$ cat src/rtl/mem_port_arbiter.sv
// mem_port_arbiter: shares one downstream memory port between the
// instruction port (A, read-only) and the data port (B, read/write).
//
// Ports:
//   clk, rst_n          clock, async active-low reset
//   read_a, address_a   instruction read request (held until resp_a)
//   resp_a, rdata_a     one-cycle completion pulse and read data for A
//   read_b, write_b     data read/write request (held until resp_b)
//   wmask_b, address_b  byte mask and address for B
//   wdata_b             write data for B
//   resp_b, rdata_b     one-cycle completion pulse and read data for B
//   mem_read/mem_write  downstream command, held until mem_resp
//   mem_wmask           downstream byte mask
//   mem_address         downstream address
//   mem_wdata           downstream write data
//   mem_resp, mem_rdata downstream completion and read data
//   err_timeout         sticky watchdog flag
//
// Optional feature macro: ARB_ROUND_ROBIN_EN
//   defined   -> a simultaneous A/B request goes to the port that was
//                not granted last
//   undefined -> B always wins over A
module mem_port_arbiter #(
    parameter int ADDR_W  = 32,
    parameter int DATA_W  = 32,
    parameter int TIMEOUT = 255
) (
    input  logic                  clk,
    input  logic                  rst_n,
    input  logic                  read_a,
    input  logic [ADDR_W-1:0]     address_a,
    output logic                  resp_a,
    output logic [DATA_W-1:0]     rdata_a,
    input  logic                  read_b,
    input  logic                  write_b,
    input  logic [DATA_W/8-1:0]   wmask_b,
    input  logic [ADDR_W-1:0]     address_b,
    input  logic [DATA_W-1:0]     wdata_b,
    output logic                  resp_b,
    output logic [DATA_W-1:0]     rdata_b,
    output logic                  mem_read,
    output logic                  mem_write,
    output logic [DATA_W/8-1:0]   mem_wmask,
    output logic [ADDR_W-1:0]     mem_address,
    output logic [DATA_W-1:0]     mem_wdata,
    input  logic                  mem_resp,
    input  logic [DATA_W-1:0]     mem_rdata,
    output logic                  err_timeout
);

    localparam int MASK_W = DATA_W / 8;
    localparam int CNT_W  = (TIMEOUT > 0) ? $clog2(TIMEOUT + 1) : 1;
    localparam logic [CNT_W-1:0] CNT_MAX = CNT_W'(TIMEOUT);

    typedef enum logic [2:0] {
        IDLE,
        GRANT_A,
        GRANT_B,
        DONE_A,
        DONE_B
    } state_t;

    state_t state;
    state_t state_nx;

    logic [CNT_W-1:0]  cnt;
    logic [CNT_W-1:0]  cnt_nx;
    logic [CNT_W-1:0]  cnt_inc;
    logic              last_b;
    logic              last_b_nx;

    logic              resp_a_nx;
    logic              resp_b_nx;
    logic [DATA_W-1:0] rdata_a_nx;
    logic [DATA_W-1:0] rdata_b_nx;
    logic              mem_read_nx;
    logic              mem_write_nx;
    logic [MASK_W-1:0] mem_wmask_nx;
    logic [ADDR_W-1:0] mem_address_nx;
    logic [DATA_W-1:0] mem_wdata_nx;
    logic              err_nx;

    logic              req_b;
    logic              pick_b;

    assign req_b = read_b | write_b;

`ifdef ARB_ROUND_ROBIN_EN
    // On a conflict, B only wins if A was served last.
    assign pick_b = req_b & (~read_a | ~last_b);
`else
    assign pick_b = req_b;
`endif

    // Saturating wait counter.
    assign cnt_inc = (cnt == CNT_MAX) ? cnt : cnt + CNT_W'(1);

    always_ff @(posedge clk or negedge rst_n) begin
        if (!rst_n) begin
            state       <= IDLE;
            cnt         <= '0;
            last_b      <= 1'b0;
            resp_a      <= 1'b0;
            resp_b      <= 1'b0;
            rdata_a     <= '0;
            rdata_b     <= '0;
            mem_read    <= 1'b0;
            mem_write   <= 1'b0;
            mem_wmask   <= '0;
            mem_address <= '0;
            mem_wdata   <= '0;
            err_timeout <= 1'b0;
        end else begin
            state       <= state_nx;
            cnt         <= cnt_nx;
            last_b      <= last_b_nx;
            resp_a      <= resp_a_nx;
            resp_b      <= resp_b_nx;
            rdata_a     <= rdata_a_nx;
            rdata_b     <= rdata_b_nx;
            mem_read    <= mem_read_nx;
            mem_write   <= mem_write_nx;
            mem_wmask   <= mem_wmask_nx;
            mem_address <= mem_address_nx;
            mem_wdata   <= mem_wdata_nx;
            err_timeout <= err_nx;
        end
    end

    always_comb begin
        state_nx       = state;
        cnt_nx         = cnt;
        last_b_nx      = last_b;
        resp_a_nx      = 1'b0;
        resp_b_nx      = 1'b0;
        rdata_a_nx     = rdata_a;
        rdata_b_nx     = rdata_b;
        mem_read_nx    = mem_read;
        mem_write_nx   = mem_write;
        mem_wmask_nx   = mem_wmask;
        mem_address_nx = mem_address;
        mem_wdata_nx   = mem_wdata;
        err_nx         = err_timeout;

        unique case (state)
            IDLE: begin
                if (pick_b) begin
                    state_nx       = GRANT_B;
                    cnt_nx         = '0;
                    mem_address_nx = address_b;
                    mem_wdata_nx   = wdata_b;
                    mem_wmask_nx   = wmask_b;
                    // write wins if both are (illegally) high
                    mem_write_nx   = write_b;
                    mem_read_nx    = ~write_b;
                end else if (read_a) begin
                    state_nx       = GRANT_A;
                    cnt_nx         = '0;
                    mem_address_nx = address_a;
                    mem_wdata_nx   = '0;
                    mem_wmask_nx   = '0;
                    mem_write_nx   = 1'b0;
                    mem_read_nx    = 1'b1;
                end
            end

            GRANT_A, GRANT_B: begin
                if (mem_resp) begin
                    cnt_nx       = '0;
                    mem_read_nx  = 1'b0;
                    mem_write_nx = 1'b0;
                    if (state == GRANT_A) begin
                        state_nx   = DONE_A;
                        resp_a_nx  = 1'b1;
                        rdata_a_nx = mem_rdata;
                        last_b_nx  = 1'b0;
                    end else begin
                        state_nx   = DONE_B;
                        resp_b_nx  = 1'b1;
                        rdata_b_nx = mem_rdata;
                        last_b_nx  = 1'b1;
                    end
                end else begin
                    cnt_nx = cnt_inc;
                    // flag once TIMEOUT grant cycles passed without a response
                    if ((TIMEOUT != 0) && (cnt_inc == CNT_MAX)) begin
                        err_nx = 1'b1;
                    end
                end
            end

            DONE_A, DONE_B: begin
                // requests are ignored here so a held request is not re-granted
                state_nx = IDLE;
            end

            default: begin
                state_nx = IDLE;
            end
        endcase
    end

endmodule
$ cat config.mk
export PLATFORM = sky130hd
export DESIGN_NAME = mem_port_arbiter
export DESIGN_NICKNAME = d
export VERILOG_FILES = /design/src/rtl/mem_port_arbiter.sv
export SDC_FILE = /design/constraint.sdc
export NUM_CORES = 1
export LEC_CHECK = 0
export CAP_MARGIN = 30
export CORE_MARGIN = 2
export CORE_UTILIZATION = 40
export CTS_CLUSTER_SIZE = 14
export DETAILED_ROUTE_END_ITERATION = 16
export MAX_ROUTING_LAYER = met4
export PLACE_DENSITY = 0.78
export RECOVER_POWER = 100
export SLEW_MARGIN = 20
export SYNTH_ARGS = -nofsm -noshare
export SYNTH_HDL_FRONTEND = slang
export SYNTH_SLANG_ARGS = --single-unit
$ cat constraint.sdc
create_clock -name clk -period 5.6 [get_ports clk]
set_clock_uncertainty 0.2 [all_clocks]
set_input_delay 1.12 -clock clk [delete_from_list [all_inputs] [get_ports clk]]
set_output_delay 1.12 -clock clk [all_outputs]
set_load 0.005 [all_outputs]
Word-level counts from Yosys, hierarchy flattened

Cells that the tools add are included.

Add/sub/neg operators: 1
Equal/unequal tests: 6
Multiplexer cells: 29
Bitwise operators: 4
Reduce and logical (&&, ||, !) cells: 11

Operator list:

| operator                                                        | number |
|---|---|
| 32-bit two-way mux                                              | 4 |
| 8-bit two-way mux                                               | 4 |
| 8-bit == test, second input constant                            | 2 |
| 8-bit one-hot mux with 2 select lines                           | 1 |
| 3-bit two-way mux                                               | 4 |
| 3-bit AND reduction                                             | 4 |
| 1-bit two-way mux                                               | 11 |
| 8-bit by 1-bit adder with 8-bit output, second input constant   | 1 |
| 4-bit two-way mux                                               | 2 |
| 3-bit one-hot mux with 2 select lines                           | 1 |
| 2-bit AND reduction                                             | 3 |
| 1-bit one-hot mux with 2 select lines                           | 2 |
| 2-bit nonzero test                                              | 2 |
| 3-bit by 1-bit == test with 1-bit output, second input constant | 1 |
| 3-bit by 2-bit == test with 1-bit output, second input constant | 1 |
| 3-bit logical NOT                                               | 1 |
| 3-bit inequality test, second input constant                    | 1 |
| 1-bit inverter                                                  | 3 |
| 2-bit inequality test, second input constant                    | 1 |
| 2-bit OR reduction                                              | 1 |
| 1-bit bitwise OR                                                | 1 |

Flip-flop bits (word level): 148
Input port bits: 138
Output and inout bits: 137
Logic and storage cells: 63

Depth between registers and ports, before layout

Depth after elaboration: 4
Gate-level depth with buffers: 7
Mapped depth without buffers: 5

Least setup slack after synthesis

OpenSTA, ideal clock, no wires.

Path type: input-to-reg
Start point: input port mem_resp
End point: register rdata_a[10]
Setup time: 0.125 ns
Data arrival time: 2.080 ns
Data required time: 5.275 ns
Slack: 3.195 ns
Stages on the path: 4
Buffers on the path: 2
Path through: nor4bb_1 buf_2 buf_2 mux2_2

Longest elaborated chain between the ends: 1

RTL lines:

| item                                 | line | RTL |
|---|---|---|
| start: declaration                   | 46   | `input logic mem_resp,` |
| 3-bit AND reduction (no source line) | --   |  |
| end signal: assignment               | 119  | `rdata_a <= rdata_a_nx;` |
| end: declaration                     | 33   | `output logic [DATA_W-1:0] rdata_a,` |

Every way passes these cells.
A chain may end at the register's enable or synchronous reset.

Worst setup path after layout

Start point: input port mem_resp
End point: register rdata_a[20]

Same word-level chain as after synthesis.

==> results_dict.tcl <==
set metrics [dict create \
    ctsResizeCount 0 \
    postSynth.topFlopCell "sky130_fd_sc_hd__dfrtp_1" \
    antenna_cells_inserted 0 \
    drcViolationCount 0 \
    synth-seq-area-share_pct 61.76 \
    min_from "mem_address[24]$_DFFE_PN0P_" \
    synth_enable_flop_cells 0 \
    share_comb_of_total_power_pct 39.5 \
    cell_internal_pwr_mw 3.368 \
    failed_checks "capacitance limit, slew limit" \
    drc_marker_count_from_the_first_detailed_route_iteration 259 \
    timing.final.max_slew_violations 193 \
    path_max_fanout 33 \
    grt_setup_unrepaired "no" \
    power_density_over_cell_area_nw_per_um2 515.1 \
    die-area_um2 15990 \
    grt_antenna_before_repair 0 \
    clock-sinks 148 \
    place.port_buffers 274 \
    netSwitchingPower_mw 1.482 \
    timing.max_slew.rel_slack_pct -97.89 \
    placed_area_um2 8865 \
    worstPathRequired_ps 5690 \
    largest_net_degree_at_the_start_of_global_routing 104 \
    numPlacedInstances 880 \
    critical_path_arrival_ps 4010 \
    x_dimension_of_the_die_um 126.4 \
    yosys-top-cells-area "sky130_fd_sc_hd__dfrtp_1 (62%), sky130_fd_sc_hd__mux2_2 (12%), sky130_fd_sc_hd__a22o_1 (5.5%), sky130_fd_sc_hd__mux2i_1 (5.3%), sky130_fd_sc_hd__o21ai_0 (3.6%)" \
    synth_compound_gate_area_share_pct 11.60 \
    stdcell_area_um2 9417 \
    cts_tree "built" \
    core_region_area_um2 14590 \
    detail-route-antenna-nets 0 \
    synthCells 449 \
    cts.path.max_buffers 2 \
    synth-simple-area-share_pct 5.612 \
    synth.most_common_cell "sky130_fd_sc_hd__dfrtp_1" \
    layout.nets 856 \
    fillers 1097 \
    period_share_pct 69.92 \
    floorplan.io_pins 275 \
    first_pass_grt_wire_length_um 25990 \
    min-delay-path-class "reg2reg" \
    route.vias.total 4673 \
    tritoncts.num_buffers 17 \
    groute.usage.overall_pct 21.47 \
    dominant_combinational_cell_family_by_area_after_synthesis "multiplexers" \
    cts.root.buffer_cell "sky130_fd_sc_hd__clkbuf_16" \
    routed_wirelength_um 16280 \
    finalSetupTns_ps 0 \
    cts_hold_buf 0 \
    synth_mux_area_share_pct 17.36 \
    synth.top_cell.area_share_pct 61.76 \
    synth_commonest_cells "sky130_fd_sc_hd__dfrtp_1 (148), sky130_fd_sc_hd__mux2_2 (64), sky130_fd_sc_hd__o21ai_0 (43), sky130_fd_sc_hd__a22o_1 (38), sky130_fd_sc_hd__nand2_1 (38)" \
    clk_pin_slew_ps 60 \
    finalHoldViolCount 0 \
    critical_path_class "in2reg" \
    clock.fmax_mhz 255.4 \
    status "finished, violations left" \
    postSynthNetCount 588 \
    gpl.final_weighted_congestion 0.7944 \
    hpwlAfterDp_um 11940 \
    wire_per_inst_um 17.83 \
    initial_utilization_pct 41.11 \
    yosys_warnings 0 \
    reg2reg_slack_ps 2530 \
    cap_viol_max_count 3 \
    p_clk_share_pct 22.6 \
    crit_start "mem_resp" \
    post-synth-top-area-cell "sky130_fd_sc_hd__dfrtp_1" \
    setup_viol_count_final 0 \
    grt_pass1_vias 5079 \
    post-cts-setup-buffer-count 0 \
    layout-drive-gt1-share_pct 14.13 \
    postSynthRegisterBits 148 \
    rows 44 \
    peakVddDrop_mv 0.2716 \
    crit_path_start_kind "input pin" \
    netSwitchingFraction_pct 30.55 \
    netlist_area_um2 5997 \
    p_seq_share_pct 37.9 \
    worstSkewPairLatency_ps 410 \
    r2r-start "state[1]$_DFFE_PN0P_" \
    synthArstFlopShare_pct 100.0 \
    crit_path_end_kind "flop" \
    htree_levels 4 \
    power.static_leakage_nw 4.109 \
    synth_cell_type_count 42 \
    p_r_area_growth_vs_syn_pct 57.02 \
    final_critical_path_setup_slack_ps 1685 \
    gr-total-overflow 0 \
    post_synth_xor_area_fraction_pct 0.2921 \
    number_of_iterations_in_the_first_detailed_routing_pass 4 \
    final_std_cells_w_o_fill 913 \
    vias_per_cell 5.118 \
    post-route-min-period_ps 3915 \
    timing_worst_slew_pin_value_ps 2968 \
    synth-adder-area-share_pct 0.2086 \
    place_ws_ps 2099 \
    syn-mean-instance-area_um2 13.36 \
    floorplan.die.height_um 126.4 \
]
[stage by stage]
step | util (%) | power [mW] | hold WS, ps
after floorplan | - | 2.698 | 260.2
after global placement | 60.59 | 3.897 | 263.2
after detailed placement | 60.76 | 3.994 | 269.2
after CTS | 64.66 | 5.110 | 284.3
after global routing | 64.55 | 5.156 | 299.7
final | 64.55 | 4.850 | 277.7
[power by group through the flow]
stage	Clock (mW)	Sequential [mW]	Combinational, mW
finish	1.09	1.84	1.92
global route	1.16	1.91	2.09
CTS	1.12	1.87	2.12
detailed placement	0	1.87	2.12
global placement	0	1.85	2.05
floorplan	0	1.86	0.835
[layout by cell type (no fill, tap or decap), types with 2 or more instances in the layout]
cell and instances:
sky130_fd_sc_hd__nor3b_1 2, sky130_fd_sc_hd__nand2_1 37, sky130_fd_sc_hd__mux2i_1 32, sky130_fd_sc_hd__a32o_1 2, sky130_fd_sc_hd__bufinv_16 2, sky130_fd_sc_hd__clkinv_4 6, sky130_fd_sc_hd__clkbuf_16 17, sky130_fd_sc_hd__o21ai_0 43
sky130_fd_sc_hd__nor2_1 3, sky130_fd_sc_hd__or3_1 4, sky130_fd_sc_hd__dlygate4sd3_1 139, sky130_fd_sc_hd__a22o_1 38, sky130_fd_sc_hd__dfrtp_1 148, sky130_fd_sc_hd__nor3_1 5, sky130_fd_sc_hd__clkbuf_1 7, sky130_fd_sc_hd__a21o_1 3
sky130_fd_sc_hd__nand3_1 5, sky130_fd_sc_hd__mux2_2 64, sky130_fd_sc_hd__clkinv_2 3, sky130_fd_sc_hd__a21oi_1 6, sky130_fd_sc_hd__clkdlybuf4s50_1 134
[registers in the layout, summed over array words and instances (netlist names), 3 cells and up]
register	flops
rdata_b	32
cnt	8
mem_address	32
rdata_a	32
state	3
mem_wmask	4
mem_wdata	32
[critical path, cell delays in order]
cell and delay (ps):
sky130_fd_sc_hd__dlygate4sd3_1 610, sky130_fd_sc_hd__nor4bb_1 410, sky130_fd_sc_hd__clkbuf_1 1390, sky130_fd_sc_hd__mux2_2 450
[cell families (layout without fill, tap and decap cells)]
family / Yosys count / after routing
XOR/XNOR: 2 / 2
flip-flops: 148 / 148
adder cells (fa/ha/maj): 1 / 1
AND/OR/NAND/NOR: 68 / 68
multiplexers: 96 / 96
buffers and inverters: 34 / 314
AO/OA/AOI/OAI: 100 / 100
[final timing paths]
| kind | to | cells past startpoint |
|---|---|---|
| worst min-delay path | mem_address[24]$_DFFE_PN0P_ | 2 |
| worst min register to register | mem_address[24]$_DFFE_PN0P_ | 2 |
| min in group asynchronous | rdata_b[8]$_DFFE_PN0P_ | 1 |
| worst max register to register | rdata_a[20]$_DFFE_PN0P_ | 3 |
| worst max-delay path | rdata_a[20]$_DFFE_PN0P_ | 4 |
| max in group asynchronous | mem_address[22]$_DFFE_PN0P_ | 2 |
[layer usage]
layer	vias to the layer above	wire length (um)	global-route usage, %
met5	-	0	-
met4	0	395	9.373
met3	28	1224	6.200
met2	212	8359	36.36
met1	2257	6303	23.57
li1	2176	-	-
[cell type report]
| cell class | count | area [um2] | share of cell area (%) |
|---|---|---|---|
| Clock buffer | 19 | 432.9 | 4.597 |
| Clock inverter | 12 | 135.1 | 1.435 |
| Inverter | 1 | 3.754 | 0.03986 |
| Multi-Input combinational cell | 267 | 2100 | 22.30 |
| Sequential cell | 148 | 3704 | 39.33 |
| Tap cell | 184 | 230.2 | 2.445 |
| Timing Repair Buffer | 282 | 2811 | 29.86 |
Note: power is estimated with default switching activity, not from simulation.
